===== config.mk =====
export PLATFORM = sky130hd
export DESIGN_NAME = dmem_arbiter
export DESIGN_NICKNAME = d
export VERILOG_FILES = /design/src/rtl/dmem_arbiter_pkg.sv /design/src/rtl/dmem_wait_counter.sv /design/src/rtl/dmem_arbiter.sv
export SDC_FILE = /design/constraint.sdc
export NUM_CORES = 1
export LEC_CHECK = 0
export BUFFER_PORTS_ARGS = -buffer_cell sky130_fd_sc_hd__buf_2
export CAP_MARGIN = 40
export CORE_AREA = 2 2 116 118
export CTS_BUF_LIST = sky130_fd_sc_hd__clkbuf_4
export DETAILED_ROUTE_END_ITERATION = 10
export DIE_AREA = 0 0 118 120
export PLACE_DENSITY = 0.52
export SLEW_MARGIN = 20
export SYNTH_ARGS = -nofsm -noshare
export SYNTH_HDL_FRONTEND = slang
export SYNTH_SLANG_ARGS = --single-unit
export TNS_END_PERCENT = 20

===== constraint.sdc =====
create_clock -name clk -period 2.9 [get_ports clk]
set_input_delay 0.29 -clock clk [delete_from_list [all_inputs] [get_ports clk]]
set_output_delay 0.29 -clock clk [all_outputs]
set_load 0.01 [all_outputs]

===== src/rtl/dmem_arbiter_pkg.sv =====
// Shared data-memory arbitration constants and the grant encoding.
package dmem_arbiter_pkg;

   localparam int unsigned DMEM_WORD_SIZE = 32;

   typedef enum logic [1:0] {
      GNT_NONE = 2'd0,
      GNT_CPU  = 2'd1,
      GNT_DMA  = 2'd2
   } grant_e;

endpackage


===== src/rtl/dmem_wait_counter.sv =====
// Saturating count of cycles a pending DMA beat has been denied.
module dmem_wait_counter
   import dmem_arbiter_pkg::*;
#(
   parameter int unsigned MAX_WAIT = 4,
   parameter int unsigned WAIT_W   = 3
) (
   input  logic              clk,
   input  logic              rst,
   input  logic              clr,
   input  logic              inc,
   output logic [WAIT_W-1:0] cnt
);

   logic [WAIT_W-1:0] cnt_q, cnt_d;

   always_comb begin
      cnt_d = cnt_q;
      if (clr)
         cnt_d = '0;
      else if (inc && (cnt_q != WAIT_W'(MAX_WAIT)))
         cnt_d = cnt_q + WAIT_W'(1);
   end

   always_ff @(posedge clk or negedge rst) begin
      if (!rst)
         cnt_q <= '0;
      else
         cnt_q <= cnt_d;
   end

   assign cnt = cnt_q;

endmodule


===== src/rtl/dmem_arbiter.sv =====
// Arbitrates the single-port data memory between the CPU memory stage
// (priority) and a DMA port, with a bounded-starvation forced DMA beat.
module dmem_arbiter
   import dmem_arbiter_pkg::*;
#(
   parameter int unsigned WORD_SIZE = DMEM_WORD_SIZE,
   parameter int unsigned MAX_WAIT  = 4,
   parameter int unsigned WAIT_W    = 3
) (
   input  logic                 clk,
   input  logic                 rst,
   input  logic                 cpu_req,
   input  logic                 cpu_we,
   input  logic [WORD_SIZE-1:0] cpu_addr,
   input  logic [WORD_SIZE-1:0] cpu_wdata,
   output logic [WORD_SIZE-1:0] cpu_rdata,
   output logic                 cpu_stall,
   input  logic                 dma_req,
   input  logic                 dma_we,
   input  logic [WORD_SIZE-1:0] dma_addr,
   input  logic [WORD_SIZE-1:0] dma_wdata,
   output logic                 dma_ready,
   output logic                 dma_rvalid,
   output logic [WORD_SIZE-1:0] dma_rdata,
   output logic                 mem_we,
   output logic [WORD_SIZE-1:0] mem_addr,
   output logic [WORD_SIZE-1:0] mem_wdata,
   input  logic [WORD_SIZE-1:0] mem_rdata
);

   logic                 run_q, run_d;
   logic                 dma_rvalid_q, dma_rvalid_d;
   logic [WORD_SIZE-1:0] dma_rdata_q, dma_rdata_d;
   logic [WAIT_W-1:0]    wait_cnt;
   logic                 wait_full;
   logic                 cpu_grant, dma_grant;
   logic                 cnt_clr, cnt_inc;
   grant_e               gnt;

   assign wait_full = (wait_cnt == WAIT_W'(MAX_WAIT));

   // Grant stays NONE until the first edge after reset is released.
   always_comb begin
      gnt = GNT_NONE;
      if (run_q) begin
         if (dma_req && (!cpu_req || wait_full))
            gnt = GNT_DMA;
         else if (cpu_req)
            gnt = GNT_CPU;
      end
   end

   assign dma_grant = (gnt == GNT_DMA);
   assign cpu_grant = (gnt == GNT_CPU);
   assign cpu_stall = cpu_req && dma_grant;
   assign dma_ready = dma_grant;
   assign cpu_rdata = mem_rdata;

   always_comb begin
      mem_we    = 1'b0;
      mem_addr  = cpu_addr;
      mem_wdata = cpu_wdata;
      if (dma_grant) begin
         mem_we    = dma_we;
         mem_addr  = dma_addr;
         mem_wdata = dma_wdata;
      end else begin
         mem_we    = cpu_we && cpu_grant;
      end
   end

   assign cnt_clr = !dma_req || dma_grant;
   assign cnt_inc = run_q && dma_req && !dma_grant;

   dmem_wait_counter #(
      .MAX_WAIT (MAX_WAIT),
      .WAIT_W   (WAIT_W)
   ) u_wait_counter (
      .clk (clk),
      .rst (rst),
      .clr (cnt_clr),
      .inc (cnt_inc),
      .cnt (wait_cnt)
   );

   // DMA read data is captured on accept and presented for one cycle.
   always_comb begin
      run_d        = 1'b1;
      dma_rvalid_d = dma_grant && !dma_we;
      dma_rdata_d  = dma_rdata_q;
      if (dma_grant && !dma_we)
         dma_rdata_d = mem_rdata;
   end

   always_ff @(posedge clk or negedge rst) begin
      if (!rst) begin
         run_q        <= 1'b0;
         dma_rvalid_q <= 1'b0;
         dma_rdata_q  <= '0;
      end else begin
         run_q        <= run_d;
         dma_rvalid_q <= dma_rvalid_d;
         dma_rdata_q  <= dma_rdata_d;
      end
   end

   assign dma_rvalid = dma_rvalid_q;
   assign dma_rdata  = dma_rdata_q;

endmodule


# Word level (Yosys, flattened, before mapping)
# Index checks and enable logic that the tools add are counted.
[word_totals] ff_bits=37 input_bits=166 output_inout_bits=132 word_cells=31
[op_classes] add_sub_neg=1 eq_ne=4 mux=8 reduce_logical=14
[op_table] cell="32-bit 2-to-1 mux" n=2
[op_table] cell="1-bit logical AND" n=7
[op_table] cell="3-bit 2-to-1 mux" n=2
[op_table] cell="1-bit logical NOT" n=4
[op_table] cell="2-bit 2-to-1 mux" n=2
[op_table] cell="3-bit by 1-bit adder with 3-bit output (second input constant)" n=1
[op_table] cell="3-bit equality test (second input constant)" n=1
[op_table] cell="3-bit inequality test (second input constant)" n=1
[op_table] cell="2-bit by 1-bit equality test with 1-bit output (second input constant)" n=1
[op_table] cell="2-bit equality test (second input constant)" n=1
[op_table] cell="1-bit logical OR" n=2
[op_table] cell="1-bit 2-to-1 mux" n=2
[op_table] cell="2-bit nonzero test" n=1

# Depth between registers and ports, before layout
# Gate-level depths: netlist of run 1.
[logic_depth] word_depth=11 ltp_mapped=7 mapped_depth_nobuf=5

# Hierarchy
# Synthesis of run 1 repeated with hierarchy kept, for this count alone.
[unflattened] hier_cells=203 area_unflattened_um2=2547.4
[modules_own_cells] mod="dmem_arbiter" instances=1 cells_each=186 area_each_um2=2353.5 seq_area_each_um2=850.8
[modules_own_cells] mod="dmem_wait_counter" instances=1 cells_each=17 area_each_um2=193.9 seq_area_each_um2=75.1

# Worst setup path after synthesis of run 1
# No wires, ideal clock.
[synth_path] path_kind="register -> output" start="register u_wait_counter.cnt_q[0] (netlist: u_wait_counter.cnt[0])" end="output mem_addr[0]" t_arrival_ps=1545 required_ps=2610 setup_slack_ps=1065 stages_incl_launch_ff=8 n_path_buf=2 cell_sequence="dfrtp_1 inv_1 ha_1 a21boi_4 nor2_2 buf_6 buf_6 mux2_4"
[synth_via] elab_chain_len=7
[synth_lines] element="start, declared" line_no="dmem_wait_counter.sv:15" rtl="logic [WAIT_W-1:0] cnt_q, cnt_d;"
[synth_lines] element="start signal, assigned" line_no="dmem_wait_counter.sv:29" rtl="cnt_q <= cnt_d;"
[synth_lines] element="3-bit equality test" line_no="dmem_arbiter.sv:40" rtl="assign wait_full = (wait_cnt == WAIT_W'(MAX_WAIT));"
[synth_lines] element="1-bit logical OR" line_no="dmem_arbiter.sv:46" rtl="if (dma_req && (!cpu_req || wait_full))"
[synth_lines] element="1-bit logical AND" line_no="dmem_arbiter.sv:46"
[synth_lines] element="2-bit 2-to-1 mux" line_no="dmem_arbiter.sv:46"
[synth_lines] element="2-bit 2-to-1 mux" line_no="dmem_arbiter.sv:45" rtl="if (run_q) begin"
[synth_lines] element="2-bit equality test" line_no="dmem_arbiter.sv:53" rtl="assign dma_grant = (gnt == GNT_DMA);"
[synth_lines] element="32-bit 2-to-1 mux" line_no="dmem_arbiter.sv:63" rtl="if (dma_grant) begin"
[synth_lines] element="end, declared" line_no="dmem_arbiter.sv:26" rtl="output logic [WORD_SIZE-1:0] mem_addr,"
# No other way between the ends.

# Final worst setup path of run 1
[layout_path] start="register u_wait_counter.cnt_q[0] (netlist: u_wait_counter.cnt[0])" end="output mem_addr[31]"
# The elaborated chain is that of the path after synthesis.

==> qor.csv, run 1 <==
metric,value,unit
outcome,"finished, final reports clean",
Initial DRC Count,71,
Critical Path AT,2.25,ns
initial antenna violation count,7,
cts bufs inserted,5,
register share of total power,0.415,
number of synthesized register bits,37,
endpoints failing setup,0,
clock-pin transition on the worst setup and hold timing paths,0.11,ns
Post-Synth Simple-Gate Area,0.0315,
DRC Markers,0,
Pwr Density,385,nW/um2
Total Routed Length,10900,um
post-route ant nets,0,
adder-cell share of the synthesized area,0.00940,
die width,118,um
sequential area share after synthesis,0.348,
leakage,0.00226,uW
DP Cell Count,635,
class of the most critical setup path,flip-flop to output port,
root buffer cell,clkbuf_4,
Final #Nets,635,
drt first pass iters,4,
largest family of logic cells by synthesized area,multiplexers,
Vias/cell,4.08,
final setup TNS,0,ns
Worst R2R Setup Slack,1.00,ns
Max Clk Rate,393,MHz
layout cells sized above 1,0.870,
critical path startpoint,u_wait_counter.cnt[0],
"Max FO, Critical Path",60,
Synth warnings,0,
Tmin final,2.54,ns
Layout fillers,1360,
grt total ovfl,0,
max-cap violations,0,
# rows,42,
Buffers on Ports,297,
part of the power in the clock network,0.168,
Synth Instances,200,
worst-case clock skew,0.00886,ns
WL/cell,16.9,um
placed wire-length estimate,9550,um
Peak VDD IR,0.314,mV
core area,13000,um2
combinational fraction of design power,0.417,
internal power,1090,uW
Area Growth Syn to Fin,56.6,%
Final Hold Vio Count,0,
DR vias,2630,
syn_nets,368,
"Distinct cells, synth",22,
clock sink count,37,
CTS tree,yes,
final count of pins violating max slew,0,
RSZ-0062 raised after global routing,no,
"Data required, critical path",2.61,ns
worst hold path type,input port to flip-flop,
initial core utilization,0.205,
Switching Share,0.324,
R2R Path End,dma_rdata[21],
final cell count without fillers,645,
Net Switching,520,uW
syn_area_per_cell,13.3,um2
reg2reg start,u_wait_counter.cnt[0],
first-pass GRT wire length,15700,um
Syn Std Cell Area,2660,um2
GRT Total Usage,0.146,
clock buffer depth,2,
Die ar.,14200,um2
XOR/XNOR Fraction of Synth Area,0,
timing endpoint of the critical path,mem_addr[31],
Setup crit end kind,output port,
htree depth,2,
Die Span Y,120,um
crit share post-route,0.877,
latest clock arrival within the worst-skew pair,0.34,ns
I/O pins,298,
largest net degree at the start of global routing,61,
vias in the first global route,2659,
startpoint class of the critical path,flip-flop,
mux contribution to synthesized area,0.463,
GP Congestion,0.836,
path depth of the worst reg2reg path,6,
Synth Area in Compound Gates,0.0193,
flip-flops by register name, indices dropped and copies added (netlist names):
| name | count |
|---|---|
| dma_rvalid | 1 |
| dma_rdata | 32 |
| u_wait_counter.cnt | 3 |
| run_q | 1 |
cell type report:
cell class                 instances  area, um2  area share
sequential                        37        926       0.222
inverter                           3       11.3     0.00270
antenna                            1       2.50    0.000601
timing repair buffer             302       1550       0.372
multi-input combinational        118       1400       0.336
clock buffer                       6       45.0      0.0108
tap                              176        220      0.0529
clock inverter                     2       10.0     0.00240
worst min path at each step:
stage,startpoint,end,cells past startpoint
6_report,mem_rdata[12],dma_rdata[12],2
5_1_grt,mem_rdata[12],dma_rdata[12],2
3_5_place_dp,rst,dma_rdata[23],1
4_1_cts,mem_rdata[12],dma_rdata[12],2
2_1_floorplan,rst,dma_rdata[0],0
3_3_place_gp,rst,dma_rdata[23],1
layout by cell type (no fill, tap or decap), drive strengths merged:
cell type,instances
ha,2
mux2,96
a21boi,4
dfrtp,37
nand3b,1
conb,1
clkinv,2
nand3,4
inv,3
dlygate4sd3,1
nand4b,1
diode,1
nand2,3
and2,1
nor3b,1
nor2,1
o21ai,1
buf,301
a21oi,1
clkbuf,6
nor3,1
stage by stage:
stage | worst slack (ns) | utilization | total power (uW) | hold WS [ns] | area (um2)
floorplan | 1.07 | - | 1020 | -0.00559 | 2660
global placement | 0.804 | 0.314 | 1340 | 0.432 | 4080
detailed placement | 0.754 | 0.316 | 1350 | 0.142 | 4100
CTS | 0.341 | 0.321 | 1640 | 0.153 | 4160
global route | 0.236 | 0.321 | 1710 | 0.157 | 4160
finish | 0.356 | 0.321 | 1610 | 0.183 | 4170
worst max-delay path: stages, from the launching register on:
cell	delay [ns]
dfrtp_1	0.41
inv_1	0.08
ha_1	0.24
a21boi_4	0.11
nor2_4	0.15
buf_12	0.33
mux2_2	0.39
buf_2	0.14
cell usage after synthesis:
| master | count | area [um2] |
|---|---|---|
| nand3b_1 | 1 | 7.51 |
| ha_1 | 2 | 25.0 |
| a21boi_0 | 3 | 22.5 |
| mux2_2 | 55 | 619 |
| nand3_1 | 4 | 20.0 |
| nand4b_1 | 1 | 8.76 |
| mux2_1 | 1 | 11.3 |
| a21boi_4 | 1 | 18.8 |
| inv_1 | 3 | 11.3 |
| nor3b_1 | 1 | 7.51 |
| mux2_4 | 40 | 601 |
| nor2_2 | 1 | 6.26 |
| buf_2 | 2 | 10.0 |
| buf_6 | 5 | 56.3 |
| conb_1 | 1 | 3.75 |
| dfrtp_1 | 37 | 926 |
| nor3_4 | 1 | 16.3 |
| and2_1 | 1 | 6.26 |
| o21ai_0 | 1 | 5.00 |
| a21oi_1 | 1 | 5.00 |
| buf_4 | 35 | 263 |
| nand2_1 | 3 | 11.3 |
per-layer routing:
layer | track usage | routed length (um) | vias up
met5 | 0 | 27 | -
met4 | 0.0271 | 87 | 4
met3 | 0.0670 | 1320 | 9
met2 | 0.247 | 5140 | 183
met1 | 0.170 | 4340 | 1226
li1 | - | - | 1208
timing repair:
item,CTS,global route
endpoints found under the hold margin,6,0
setup buffers,0,0
gates resized for setup,0,0
hold buffers,1,0
setup endpoints to repair,0,0
cells by family (layout without fill, tap and decap cells):
kind of cell,count (synthesis),after routing
compound gates,6,6
buf+inv,45,313
simple gates,13,13
other cells,1,2
mux,96,96
fa+ha+maj,2,2
flops,37,37
power by group through the flow:
stage	clock network [uW]	logic [uW]	registers, uW
after global placement	0	671	673
after global routing	311	723	681
after detailed placement	0	680	675
after floorplan	0	301	724
after CTS	292	683	668
final	269	670	667
No activity file was read; power rests on OpenSTA's default activity.
==> inputs of run 2 (changes only) <==
- HOLD_SLACK_MARGIN: default -> 0.15
- RECOVER_POWER: default -> 25
==> qor.csv, run 2 (same netlist as run 1, synthesis figures left out) <==
metric,value,unit,change
vias in the first global route,2659,,unchanged
RSZ-0062 raised after global routing,no,,
Tmin final,2.54,ns,-0.00347 ns
grt total ovfl,0,,unchanged
worst hold path type,input port to flip-flop,,
initial antenna violation count,7,,unchanged
outcome,"complete, but fails checks",,
Setup crit end kind,output port,,
DR vias,2639,,+0.34%
Area Growth Syn to Fin,55.2,%,
dpl ws,0.754,ns,unchanged
first-pass GRT wire length,15700,um,unchanged
Buffers on Ports,297,,unchanged
Initial DRC Count,74,,+4.2%
"CP delay by family, top",buffers and inverters,,
# resized after CTS,0,,unchanged
Max transition margin,-0.0970,,
clock buffer depth,2,,unchanged
gr busiest metal,met2,,
I/O pins,298,,unchanged
initial core utilization,0.205,,unchanged
met1 usage,0.170,,unchanged
worst-case clock skew,0.00886,ns,unchanged
clock-pin transition on the worst setup and hold timing paths,0.11,ns,about the same
leakage,0.00221,uW,-2.2%
die width,118,um,unchanged
latest clock arrival within the worst-skew pair,0.34,ns,about the same
Worst Tran Pin Value,1.65,ns,
Die Span Y,120,um,unchanged
Total Routed Length,10900,um,-0.33%
"Data required, critical path",2.61,ns,about the same
footprint of the multi-input gates,1400,um2,unchanged
CP max stage cell,dfrtp_1,,
GP Congestion,0.836,,unchanged
FF/Latch Area,926,um2,unchanged
# rows,42,,unchanged
DP Cell Count,635,,unchanged
"Max FO, Critical Path",60,,unchanged
root buffer cell,clkbuf_4,,
Vias/cell,4.09,,+0.34%
"most common cell after layout, fill and taps aside",buf_2,,
max reg flops,32,,unchanged
Pwr Density,387,nW/um2,+0.48%
max-cap violations,1,,+1
crit share post-route,0.876,,-0.00120
post-route ant nets,0,,unchanged
crit-path cells,inv_1 > ha_1 > a21boi_4 > nor2_4 > buf_12 > mux2_2 > buf_2,,
final setup TNS,0,ns,unchanged
CTS tree,yes,,
final cell count without fillers,645,,unchanged
Critical Path AT,2.25,ns,about the same
"commonest cells after routing, fill and taps aside","282 x buf_2, 55 x mux2_2, 40 x mux2_4, 37 x dfrtp_1, 16 x clkbuf_1",,
WP buf/inv,3,,unchanged
layout cells sized above 1,0.835,,-0.0342
class of the most critical setup path,flip-flop to output port,,
clock sink count,37,,unchanged
Final #Nets,635,,unchanged
met3 Usage GRT,0.0670,,unchanged
DRC Markers,0,,unchanged
htree depth,2,,unchanged
Die ar.,14200,um2,unchanged
Final Hold Vio Count,0,,unchanged
Peak VDD IR,0.313,mV,-0.26%
core area,13000,um2,unchanged
WL/cell,16.9,um,-0.33%
placed wire-length estimate,9550,um,unchanged
largest net degree at the start of global routing,61,,unchanged
startpoint class of the critical path,flip-flop,,
endpoints failing setup,0,,unchanged
cts bufs inserted,5,,unchanged
Finished Cell Area,4130,um2,-0.84%
met2 usage,0.247,,unchanged
placed cell area,4100,um2,unchanged
final count of pins violating max slew,32,,+32
"slowest stage delay, CP",0.41,ns,about the same
Layout fillers,1375,,+1.1%
drt first pass iters,4,,unchanged
failing checks,"capacitance limit, slew limit",,
GRT Total Usage,0.146,,unchanged
final worst setup slack,0.360,ns,+0.00347 ns
Max Clk Rate,394,MHz,+0.14%
run 2: final timing paths:
check                           depth (start not counted)                   from  slack [ns]       endpoint
worst max-delay path                                    7  u_wait_counter.cnt[0]        0.36   mem_addr[31]
worst min-delay path                                    2          mem_rdata[12]        0.18  dma_rdata[12]
worst max register to register                          6  u_wait_counter.cnt[0]        1.00  dma_rdata[21]
worst min register to register                          1          dma_rdata[22]        0.49  dma_rdata[22]
max in group asynchronous                               3                    rst        0.71          run_q
min in group asynchronous                               2                    rst        0.36  dma_rdata[23]
run 2: layout make-up:
class | instances | share of cell area
clock inverters | 2 | 0.00242
multi-input cells | 118 | 0.339
repair buffers | 302 | 0.367
flip-flops and latches | 37 | 0.224
diodes | 1 | 0.000606
well taps | 176 | 0.0533
inverters | 3 | 0.00273
clock buffers | 6 | 0.0109
run 2: timing repair:
| action | CTS | global route |
|---|---|---|
| hold buffers | 1 | 0 |
| endpoints found under the hold margin | 37 | 0 |
| setup endpoints to repair | 0 | 0 |
| setup buffers | 0 | 0 |
run 2: routing by layer:
layer / up-vias / routed length [um]
li1: 1208 / -
met1: 1231 / 4300
met2: 185 / 5140
met3: 11 / 1330
met4: 4 / 89
met5: - / 23
run 2: stage by stage:
step / hold slack, ns / util / total power, uW
after detailed placement: 0.142 / 0.316 / 1350
after CTS: 0.153 / 0.321 / 1640
after global routing: 0.159 / 0.318 / 1710
after global placement: 0.432 / 0.314 / 1340
final: 0.185 / 0.318 / 1600
after floorplan: -0.00559 / - / 1020
run 2: power by group:
group,switching (uW),internal [uW],total [uW]
Clock,168,102,269
Sequential,50.4,616,667
Combinational,302,362,664
Total,520,1080,1600
